**src/rtl/bcd_add_sequencer.sv**
```systemverilog
// bcd_add_sequencer: multi-digit BCD adder controller. One external
// single-digit BCD adder is reused across DIGITS positions, least-significant
// digit first. Operands are checked for invalid nibbles before any addition.
//
// Handshake: the requester pulses start while the block is idle (busy=0,
// done=0). start is sampled only in IDLE and ignored in every other state.
// busy stays high while work is in progress (CHECK, ADD). done is a single
// cycle pulse. result/cout/err are valid from the done cycle and hold until
// the next accepted start. Operand inputs are latched when start is accepted
// and may change freely afterwards.
module bcd_add_sequencer #(
    parameter int DIGITS = 4
) (
    input  logic                  clk,
    input  logic                  rst,
    input  logic                  start,
    input  logic [4*DIGITS-1:0]   op_a,
    input  logic [4*DIGITS-1:0]   op_b,
    input  logic                  cin,
    output logic                  busy,
    output logic                  done,
    output logic [4*DIGITS-1:0]   result,
    output logic                  cout,
    output logic                  err,
    output logic [3:0]            dig_a,
    output logic [3:0]            dig_b,
    output logic                  dig_cin,
    input  logic [3:0]            dig_sum,
    input  logic                  dig_cout,
    output logic [1:0]            state_dbg
);

    localparam int IW = $clog2(DIGITS) + 1;
    localparam int SW = (IW > 2) ? IW : 2;

    typedef enum logic [SW-1:0] {
        IDLE,
        CHECK,
        ADD,
        DONE
    } state_t;

    state_t                state_q, state_d;
    logic [IW-1:0]         idx_q;
    logic                  carry_q;
    logic                  cin_q;
    logic [4*DIGITS-1:0]   a_q, b_q;
    logic [4*DIGITS-1:0]   result_q;
    logic                  cout_q;
    logic                  err_q;

    logic                  operands_bad;
    logic [3:0]            cur_a, cur_b;
    logic                  last_digit;

    assign busy      = (state_q == CHECK) || (state_q == ADD);
    assign done      = (state_q == DONE);
    assign result    = result_q;
    assign cout      = cout_q;
    assign err       = err_q;
    assign state_dbg = state_q[1:0];
    assign last_digit = (idx_q == IW'(DIGITS - 1));

    // Flag any latched nibble of either operand above 9.
    always_comb begin
        operands_bad = 1'b0;
        for (int i = 0; i < DIGITS; i++) begin
            if ((a_q[i*4 +: 4] > 4'd9) || (b_q[i*4 +: 4] > 4'd9)) begin
                operands_bad = 1'b1;
            end
        end
    end

    // Select the operand digits addressed by idx.
    always_comb begin
        cur_a = 4'd0;
        cur_b = 4'd0;
        for (int i = 0; i < DIGITS; i++) begin
            if (idx_q == IW'(i)) begin
                cur_a = a_q[i*4 +: 4];
                cur_b = b_q[i*4 +: 4];
            end
        end
    end

    // Drive the shared adder only in ADD; the carry comes from a register,
    // so there is no combinational path from dig_cout back to dig_cin.
    always_comb begin
        dig_a   = 4'd0;
        dig_b   = 4'd0;
        dig_cin = 1'b0;
        if (state_q == ADD) begin
            dig_a   = cur_a;
            dig_b   = cur_b;
            dig_cin = (idx_q == '0) ? cin_q : carry_q;
        end
    end

    // State register.
    always_ff @(posedge clk) begin
        if (rst) begin
            state_q <= IDLE;
        end else begin
            state_q <= state_d;
        end
    end

    // Next-state logic.
    always_comb begin
        state_d = state_q;
        case (state_q)
            IDLE:    if (start) state_d = CHECK;
            CHECK:   state_d = operands_bad ? DONE : ADD;
            ADD:     if (last_digit) state_d = DONE;
            DONE:    state_d = IDLE;
            default: state_d = IDLE;
        endcase
    end

    // Datapath: operand latch, digit index, ripple carry and result assembly.
    always_ff @(posedge clk) begin
        if (rst) begin
            idx_q    <= '0;
            carry_q  <= 1'b0;
            cin_q    <= 1'b0;
            a_q      <= '0;
            b_q      <= '0;
            result_q <= '0;
            cout_q   <= 1'b0;
            err_q    <= 1'b0;
        end else begin
            case (state_q)
                IDLE: begin
                    if (start) begin
                        a_q      <= op_a;
                        b_q      <= op_b;
                        cin_q    <= cin;
                        result_q <= '0;
                        cout_q   <= 1'b0;
                        err_q    <= 1'b0;
                        idx_q    <= '0;
                        carry_q  <= 1'b0;
                    end
                end
                CHECK: begin
                    if (operands_bad) begin
                        err_q <= 1'b1;
                    end
                end
                ADD: begin
                    for (int i = 0; i < DIGITS; i++) begin
                        if (idx_q == IW'(i)) begin
                            result_q[i*4 +: 4] <= dig_sum;
                        end
                    end
                    carry_q <= dig_cout;
                    idx_q   <= idx_q + IW'(1);
                    if (last_digit) begin
                        cout_q <= dig_cout;
                    end
                end
                default: ;
            endcase
        end
    end

endmodule

```
**config.mk**
```make
export PLATFORM = sky130hd
export DESIGN_NAME = bcd_add_sequencer
export DESIGN_NICKNAME = d
export VERILOG_FILES = /design/src/rtl/bcd_add_sequencer.sv
export SDC_FILE = /design/constraint.sdc
export NUM_CORES = 1
export LEC_CHECK = 0
export ABC_CLOCK_PERIOD_IN_PS = 3700
export CAP_MARGIN = 20
export CORE_ASPECT_RATIO = 1.1
export CORE_MARGIN = 4
export CORE_UTILIZATION = 40
export DETAILED_ROUTE_END_ITERATION = 10
export PLACE_DENSITY = 0.68
export REMOVE_ABC_BUFFERS = 1
export SYNTH_ARGS = -nofsm -noshare
export SYNTH_HDL_FRONTEND = slang
export SYNTH_SLANG_ARGS = --single-unit
```
**constraint.sdc**
```tcl
create_clock -name clk -period 3.7 [get_ports clk]
set_input_delay 1.11 -clock clk [delete_from_list [all_inputs] [get_ports clk]]
set_output_delay 1.11 -clock clk [all_outputs]
set_load 0.02 [all_outputs]
```
==> flow_metrics.env <==
export IMPL_drt_iter0_markers=121
export IMPL_arrival_ns=2.48
export IMPL_setup_viol=0
export IMPL_grt_overflow=0
export IMPL_grt_pass1_wl_um=10700
export IMPL_ys_ff_latch=57
export IMPL_critical_path_class="reg -> out"
export IMPL_power_internal_w=0.00143
export IMPL_cp_num_buf_inv=2
export IMPL_maxSlewHeadroom=0.504
export IMPL_holdCritPathClass="reg -> reg"
export IMPL_synth_top_area_cell="dfxtp_1"
export IMPL_die_area_um2=8080
export IMPL_grt_usage=0.168
export IMPL_synth_warnings=0
export IMPL_clockBufferDepth=2
export IMPL_drt_pass1_iterations=4
export IMPL_synth_top_area_frac=0.425
export IMPL_htree_levels=3
export IMPL_cts_sinks=57
export IMPL_cp_cell_sequence="inv_1 > ha_1 > or2_1 > a21oi_1 > a21oi_1 > a21oi_1 > clkdlybuf4s50_1"
export IMPL_maxCapViolCount=0
export IMPL_drive_gt1_frac=0.0744
export IMPL_synthTopCellsByCount="78 x nand2_1, 57 x a21oi_1, 57 x dfxtp_1"
export IMPL_power_frac_comb=0.357
export IMPL_slowest_stage="clkdlybuf4s50_1"
export IMPL_outcome="complete, no violations"
export IMPL_slowest_delay_ns=0.63
export IMPL_ys_flop_type="dfxtp_1"
export IMPL_crit_path_frequent_cell="a21oi_1"
export IMPL_seq_power_share=0.350
export IMPL_hold_viol_final=0
export IMPL_nets=449
export IMPL_critical_path_max_fanout=7
export IMPL_antenna_found_initial=0
export IMPL_dp_hpwl_um=4710
export IMPL_placedInstanceArea_um2=3420
export IMPL_die_w_um=86.1
export IMPL_vdd_drop_max_mv=0.250
export IMPL_syn_area_um2=2680
export IMPL_synth_edf_count=0
export IMPL_final_cell_area_um2=3670
export IMPL_synth_cell_types=34
export IMPL_postCtsHoldBufs=0
export IMPL_timing_rr_start="state_q[0]$_SDFFE_PP0P_"
export IMPL_synth_most_common_cell="nand2_1"
export IMPL_worst_hold_slack_ns=0.448
export IMPL_wirelength_um=6670
export IMPL_cp_start_kind="register"
export IMPL_port_buffers=71
export IMPL_min_period_ns=3.59
export IMPL_async_reset_ff_frac=0
export IMPL_swShare=0.349
export IMPL_crit_start="idx_q[0]$_SDFFE_PP0P_"
export IMPL_min_from="err$_SDFFE_PP0P_"
export IMPL_power_leakage_nw=1.39
export IMPL_critPathTopFamily="buffers and inverters"
export IMPL_cts_root_buf="clkbuf_8"
export IMPL_die_h_um=93.9
export IMPL_powerDensity_nw_per_um2=600
export IMPL_drc=0
export IMPL_start_util=0.409
export IMPL_route_vias_total=2455
export IMPL_place_congestion=0.753
export IMPL_critPathRequiredTime_ns=2.59
export IMPL_fillers=651
export IMPL_skew_ns=0.00473
export IMPL_finalPower_w=0.00220
export IMPL_seq_area_um2=1140
export IMPL_fin_setup_tns_ns=0
export IMPL_ant_nets=0
export IMPL_core_region_area_um2=6560
export IMPL_tightest_slew_ns=0.744
export IMPL_clkPwrFrac=0.293
export IMPL_synthCells=332
export IMPL_grt_pass1_vias=2311
export IMPL_diodes=0
export IMPL_multi_input_area_um2=1420
export IMPL_slew_viol_final=0
export IMPL_routed_via_density=5.06
export IMPL_period_share=0.971
export IMPL_rows=31
export IMPL_clock_latency_ns=0.34
export IMPL_synth_seq_area_share=0.425
export IMPL_num_io_pins=72
export IMPL_clock_fmax_mhz=278
export IMPL_wl_per_cell_um=13.8
export IMPL_rrSetupSlack_ns=1.59
export IMPL_syn2layout_area_growth_pct=36.7
export IMPL_grt_start_max_net_pins=39
export IMPL_worst_setup_path_end_kind="primary output"
export IMPL_place_ws_ns=0.462
export IMPL_cts_buffers=9
export IMPL_setup_ws_ns=0.107
export IMPL_cts_tree="yes"
export IMPL_path_clk_slew_ns=0.06
export IMPL_synth_area_leaders="dfxtp_1 43%, nand2_1 11%, a21oi_1 11%, mux2i_1 6.3%, ha_1 4.7%"
export IMPL_syn_mean_instance_area_um2=8.08
export IMPL_p_sw_w=0.000767
-- final timing paths --
check / end / cells after the start
min: err$_SDFFE_PP0P_ / 2
max: dig_b[2] / 7
max reg2reg: result[4]$_SDFFE_PP0P_ / 7
min reg2reg: err$_SDFFE_PP0P_ / 2
-- worst register-to-register path, stage by stage, from the launching register on --
cell and delay (ns):
dfxtp_1 0.35, inv_1 0.12, ha_1 0.47, buf_4 0.33, mux2i_4 0.18, a21oi_4 0.25, mux2i_1 0.23, nor2_1 0.06
-- cells in the final DEF, fill, tap and decap left out, types with 3 or more instances in the layout --
cell type / Yosys / routed
dlymetal6s2s_1: 0 / 3
nand4_1: 3 / 3
ha_1: 10 / 9
a21oi_4: 3 / 3
and2_1: 5 / 5
clkbuf_8: 0 / 10
clkdlybuf4s50_1: 0 / 67
o21ai_0: 19 / 19
mux2i_1: 17 / 17
nand3b_1: 7 / 7
buf_4: 1 / 5
nor2_1: 19 / 19
nand2b_1: 5 / 5
a21oi_1: 57 / 57
dfxtp_1: 57 / 57
inv_1: 8 / 7
nand2_1: 78 / 78
-- per-layer routing --
layer / vias to the layer above / global-route usage / routed length (µm)
met5: - / 0 / 0
met4: 0 / 0.0726 / 112
met3: 10 / 0.0439 / 338
met2: 56 / 0.279 / 3380
met1: 1130 / 0.205 / 2840
li1: 1259 / - / -
-- area by class of cell --
| cell class | count | share of cell area |
|---|---|---|
| Timing Repair Buffer | 76 | 0.205 |
| Tap cell | 82 | 0.0280 |
| Multi-Input combinational cell | 246 | 0.387 |
| Clock inverter | 5 | 0.0215 |
| Clock buffer | 11 | 0.0386 |
| Sequential cell | 57 | 0.311 |
| Inverter | 8 | 0.00922 |
-- power groups by stage --
stage	Sequential (W)	Clock, W	Combinational [W]
after global placement	0.000782	0	0.000781
after CTS	0.000769	0.000653	0.000797
after floorplan	0.000794	0	0.000507
after global routing	0.000782	0.000683	0.000869
final	0.000770	0.000644	0.000785
after detailed placement	0.000783	0	0.000793
-- sequential cells by signal, indices dropped and copies added (netlist names) --
register / count
a_q: 16
b_q: 16
carry_q: 1
cin_q: 1
cout: 1
err: 1
idx_q: 3
result: 16
state_q: 2
-- cells by family (layout without fill, tap and decap cells) --
kind of cell               after synthesis  in the layout  share of synthesized area
AOI/OAI and AO/OA                       89             89                      0.191
adders and majority gates               10             10                     0.0466
buffers and inverters                   29            100                     0.0480
DFF                                     57             57                      0.425
muxes                                   18             18                     0.0718
and+or+nand+nor                        129            129                      0.217
-- timing repair --
action	in CTS	in global routing
gates resized for setup	0	6
endpoints found under the setup margin	0	7
setup buffers	0	1
-- metrics by stage --
stage,util,cells
6_report,0.559,485
5_1_grt,0.559,485
4_1_cts,0.556,484
3_5_place_dp,0.522,468
3_3_place_gp,0.522,468
2_1_floorplan,-,311
No activity file was read; power rests on OpenSTA's default activity.
